`src/rtl/trace_monitor.sv`:
```
// trace_monitor: cycle-exact commit-trace recorder for the single-cycle core.
// Captures {pc, inst, wb_addr, wen, wb_data} into a DEPTH-entry FIFO that is
// drained through a valid/ready port. Capture ends on exit, on the watchdog,
// or (stop-when-full mode) on the first commit that finds the buffer full.
module trace_monitor #(
    parameter int XLEN    = 32,
    parameter int DEPTH   = 16,
    parameter int MODE    = 0,
    parameter int TIMEOUT = 1024,
    parameter int CNT_W   = 32
) (
    input  logic                       clk,
    input  logic                       rst_n,
    input  logic                       commit,
    input  logic [XLEN-1:0]            pc_reg,
    input  logic [XLEN-1:0]            inst,
    input  logic [4:0]                 wb_addr,
    input  logic                       wen,
    input  logic [XLEN-1:0]            wb_data,
    input  logic                       exit,
    input  logic                       rd_ready,
    output logic                       rd_valid,
    output logic [3*XLEN+5:0]          rd_data,
    output logic [$clog2(DEPTH+1)-1:0] count,
    output logic                       overflow,
    output logic                       stopped,
    output logic                       timeout,
    output logic [CNT_W-1:0]           cycles
);

    localparam int AW = $clog2(DEPTH);
    localparam int CW = $clog2(DEPTH+1);
    localparam int EW = 3*XLEN+6;
    localparam logic [CW-1:0]    FULL    = CW'(DEPTH);
    localparam bit               WD_EN   = (TIMEOUT != 0);
    localparam logic [CNT_W-1:0] WD_LAST = CNT_W'(TIMEOUT-1);

    typedef enum logic {CAPTURE, STOPPED} state_t;

    state_t        state;
    logic [EW-1:0] mem [DEPTH];
    logic [AW-1:0] wp, rp;
    logic          capturing, full, pop, drop, push, overwrite, wd_fire;

    assign capturing = (state == CAPTURE);
    assign full      = (count == FULL);
    assign rd_valid  = (count != '0);
    assign rd_data   = mem[rp];
    assign pop       = rd_valid && rd_ready;
    // Stop-when-full: a commit that finds no room (and no pop freeing a slot) is lost.
    assign drop      = capturing && commit && (MODE == 0) && full && !pop;
    assign push      = capturing && commit && !drop;
    // Ring mode: pushing into a full buffer with no pop evicts the oldest entry.
    assign overwrite = push && full && !pop;
    // Watchdog fires on the last capture cycle; that cycle's commit still lands.
    assign wd_fire   = WD_EN && capturing && (cycles == WD_LAST);

    // Entry storage; contents need no reset since count gates visibility.
    always_ff @(posedge clk) begin
        if (push) mem[wp] <= {pc_reg, inst, wb_addr, wen, wb_data};
    end

    // Pointers, occupancy and overflow flag.
    always_ff @(posedge clk or negedge rst_n) begin
        if (!rst_n) begin
            wp       <= '0;
            rp       <= '0;
            count    <= '0;
            overflow <= 1'b0;
        end else begin
            if (push)             wp <= wp + 1'b1;
            if (pop || overwrite) rp <= rp + 1'b1;
            if (push && !pop && !overwrite) count <= count + 1'b1;
            else if (pop && !push)          count <= count - 1'b1;
            if (drop || overwrite) overflow <= 1'b1;
        end
    end

    // Capture FSM with registered status outputs and saturating cycle counter.
    always_ff @(posedge clk or negedge rst_n) begin
        if (!rst_n) begin
            state   <= CAPTURE;
            stopped <= 1'b0;
            timeout <= 1'b0;
            cycles  <= '0;
        end else begin
            case (state)
                CAPTURE: begin
                    if (cycles != '1) cycles <= cycles + 1'b1;
                    if (exit || wd_fire || drop) begin
                        state   <= STOPPED;
                        stopped <= 1'b1;
                    end
                    if (wd_fire) timeout <= 1'b1;
                end
                default: begin
                    state   <= STOPPED;
                    stopped <= 1'b1;
                end
            endcase
        end
    end

endmodule

```
`config.mk`:
```
export PLATFORM = sky130hd
export DESIGN_NAME = trace_monitor
export DESIGN_NICKNAME = d
export VERILOG_FILES = /design/src/rtl/trace_monitor.sv
export SDC_FILE = /design/constraint.sdc
export NUM_CORES = 2
export LEC_CHECK = 0
export ABC_AREA = 1
export BUFFER_PORTS_ARGS = -buffer_cell sky130_fd_sc_hd__buf_4
export CAP_MARGIN = 10
export CORE_AREA = 2 2 350 352
export CTS_CLUSTER_DIAMETER = 50
export DETAILED_ROUTE_END_ITERATION = 6
export DIE_AREA = 0 0 352 354
export PLACE_DENSITY = 0.79
export REMOVE_ABC_BUFFERS = 1
export SYNTH_ARGS = -nofsm -noshare
export SYNTH_HDL_FRONTEND = slang
export SYNTH_SLANG_ARGS = --single-unit
```
`constraint.sdc`:
```
create_clock -name clk -period 8.8 [get_ports clk]
set_clock_uncertainty 0.05 [all_clocks]
set_input_delay 1.76 -clock clk [delete_from_list [all_inputs] [get_ports clk]]
set_output_delay 1.76 -clock clk [all_outputs]
set_load 0.03 [all_outputs]
```
==> metrics.txt <==
status finished, violations left; failing checks design-rule violations; num ports 250; Max VDD drop 322 uV; asr flop ratio synth 2.91%; global-route wire length before repair 247000 um; final setup vio count 0; Worst setup SP type flip-flop; router iterations before antenna repair 7; CP max FO 206; Die H 354 um; H-tree levels 4; synthesized area 0.0671 mm2; pre-CTS WS 3.27 ns; non-filler cells in the finished layout 7079; cells on worst reg2reg path 10; Min Hold Slack 0.414 ns; Final Slew Violations 0; # DRC 1; Synth cell types 32; Crit. End Element output pin; Synth warnings 0; Core Region 0.121 mm2; Arr. time, crit path 4.76 ns; worst-skew pair later-pin latency 0.77 ns; register bit total from synthesis 1681; Tmin final 6.57 ns; crit-path cells buf_12, buf_4, o21ai_0, o211ai_1, nand3_1, nand2_1, buf_4; final hold vios 0; nets@finish 5430; CP dominant cell by count buf_4; Main synth FF type edfxtp_1; fraction of layout cells with a size suffix above 1 10.4%; reg2reg setup slack 4.78 ns; initial core utilization 55.5%; Max Cap Viol 0; Worst-path clk slew 0.06 ns; Sink Count 1681; Least-Margin Pin Slew 1.18 ns; CTS Buffer Depth 3; total CTS buffers 167; Post-CTS Setup Inserts 0; Worst Path Required 6.99 ns; Die Area 0.125 mm2; die width 352 um; Port Buffers 249; DR iter-0 viols 6020; placement row count 128; Max Clock Freq 152 MHz; synth-to-layout area growth 12.2%; vias per cell 6.09; Overall Power 24.0 mW; All-Layer GR Usage 25.9%; worst setup margin 2.23 ns; min-delay src timeout; Setup crit start rp[1]; cts hold-fix bufs 0; Relative slew margins 21.3%; power per cell area 319 mW/mm2; share of the synthesized area in the top cell type 73.0%; Post-synth top cells 1632 x edfxtp_1, 1158 x nor2_1, 625 x o21ai_0; CTS tree yes; vias in the first global route 41369; Leak 24.8 nW; Area contributors post-synth edfxtp_1 73%, nor2_1 6.5%, o21ai_0 4.7%, o211ai_1 4.6%, dfrtp_1 1.8%; RR Startpoint count[0]; Routed Antenna Nets 0; Synth Area per Inst 12.9 um2; Post-DP HPWL 75500 um; Worst Hold Class reg -> reg; unrepaired setup endpoints after global routing no; vias post-DR 43112; DRT Wirelength 164000 um; period utilization 74.7%; CP endpoint rd_data[5]; GR Overflow Total 0; dpl cells 6769; Setup CP Type reg -> out; max incr delay on CP 1.00 ns; largest net degree at the start of global routing 237; DR WL/cell 23.2 um; area leader, netlist edfxtp_1; Filler cells 8536; RR Endpoint mem[11][76]; EDFF count, synth 1632; slowest stage cell on the critical path buf_4; Final Wtd Congestion 0.815; sequential area share after synthesis 74.8%; count leader, synth edfxtp_1; Mapped Cells 5187; initial antenna violation count 16; post-cts resize count 0; Root Driver clkbuf_16
-- logic make-up after synthesis --
group                    count (synthesis)  synth area share (%)
adder cells (fa/ha/maj)                 10                 0.198
flip-flops                            1681                  74.8
AO/OA/AOI/OAI                         1300                  11.2
AND/OR/NAND/NOR                       1723                  10.2
XOR/XNOR                                25                 0.326
buffers and inverters                  448                  3.19
-- where the power goes --
group / switching (mW) / total (mW) / leakage [nW] / internal (mW)
logic: 5.76 / 8.16 / 6.94 / 2.40
clock network: 2.97 / 6.85 / 2.59 / 3.89
registers: 0.184 / 8.98 / 15.3 / 8.80
total: 8.91 / 24.0 / 24.8 / 15.1
-- per-layer routing --
metal  share of wire, %  global-route usage, %  vias up  routed length, um
li1                   -                      -    19202                  -
met1                 39                   35.1    21151              63800
met2                 48                   41.6     2374              79200
met3                9.8                   5.53      369              16100
met4                3.1                   9.99       16               5070
met5              0.056                      0        -                 92
-- flip-flops by register name, indices dropped and copies added, names as in the netlist --
signal / count
mem: 1632
cycles: 32
count: 5
rp: 4
wp: 4
overflow: 1
state: 1
stopped: 1
timeout: 1
-- layout by cell type, fill, tap and decap left out, types with 4 or more instances in the layout --
master	instances
edfxtp_1	1632
nor2_1	1154
o21ai_0	625
o211ai_1	408
nand2_1	302
buf_4	287
nand3_1	226
o21ai_1	198
clkbuf_16	170
inv_1	99
a21oi_1	69
dfrtp_1	45
clkbuf_1	37
clkinv_1	35
clkinv_2	30
xor2_1	14
buf_12	14
nor3_2	12
xnor2_1	11
bufinv_16	11
ha_1	9
diode_2	8
nand3b_1	8
inv_6	7
nor2_4	7
clkinv_8	6
nand4_1	4
dfrtp_4	4
-- how the worst min path moves through the flow --
stage               end  slack (ns)  cells after the start
2_1_floorplan     wp[3]        0.48                      2
3_3_place_gp   overflow        0.40                      2
3_5_place_dp    timeout        0.40                      2
4_1_cts         timeout        0.42                      2
5_1_grt         stopped        0.45                      1
6_report        timeout        0.41                      2
-- critical path: cells and delay by family, from the launching register on --
| kind | cells | cell delay, ns |
|---|---|---|
| AND/OR/NAND/NOR | 2 | 0.36 |
| AO/OA/AOI/OAI | 2 | 0.51 |
| flip-flops | 1 | 0.95 |
| buffers and inverters | 3 | 1.76 |
-- area by class of cell --
class / instances / area [um2] / share of cell area (%)
Clock inverter: 95 / 900 / 1.19
Inverter: 104 / 427 / 0.567
Timing Repair Buffer: 301 / 2430 / 3.23
Sequential cell: 1681 / 50200 / 66.7
Antenna cell: 8 / 20.0 / 0.0266
Tap cell: 1625 / 2030 / 2.70
Clock buffer: 207 / 4390 / 5.83
Multi-Input combinational cell: 3058 / 14800 / 19.7
-- stage by stage --
| stage | utilization (%) | cell area, um2 | TNS, ns |
|---|---|---|---|
| after floorplan | - | 65400 | -3408.50 |
| after global placement | 57.9 | 70000 | 0 |
| after detailed placement | 57.9 | 70000 | 0 |
| after CTS | 62.3 | 75300 | 0 |
| after global routing | 62.3 | 75300 | 0 |
| final | 62.3 | 75300 | 0 |
No activity file was read; power rests on OpenSTA's default activity.
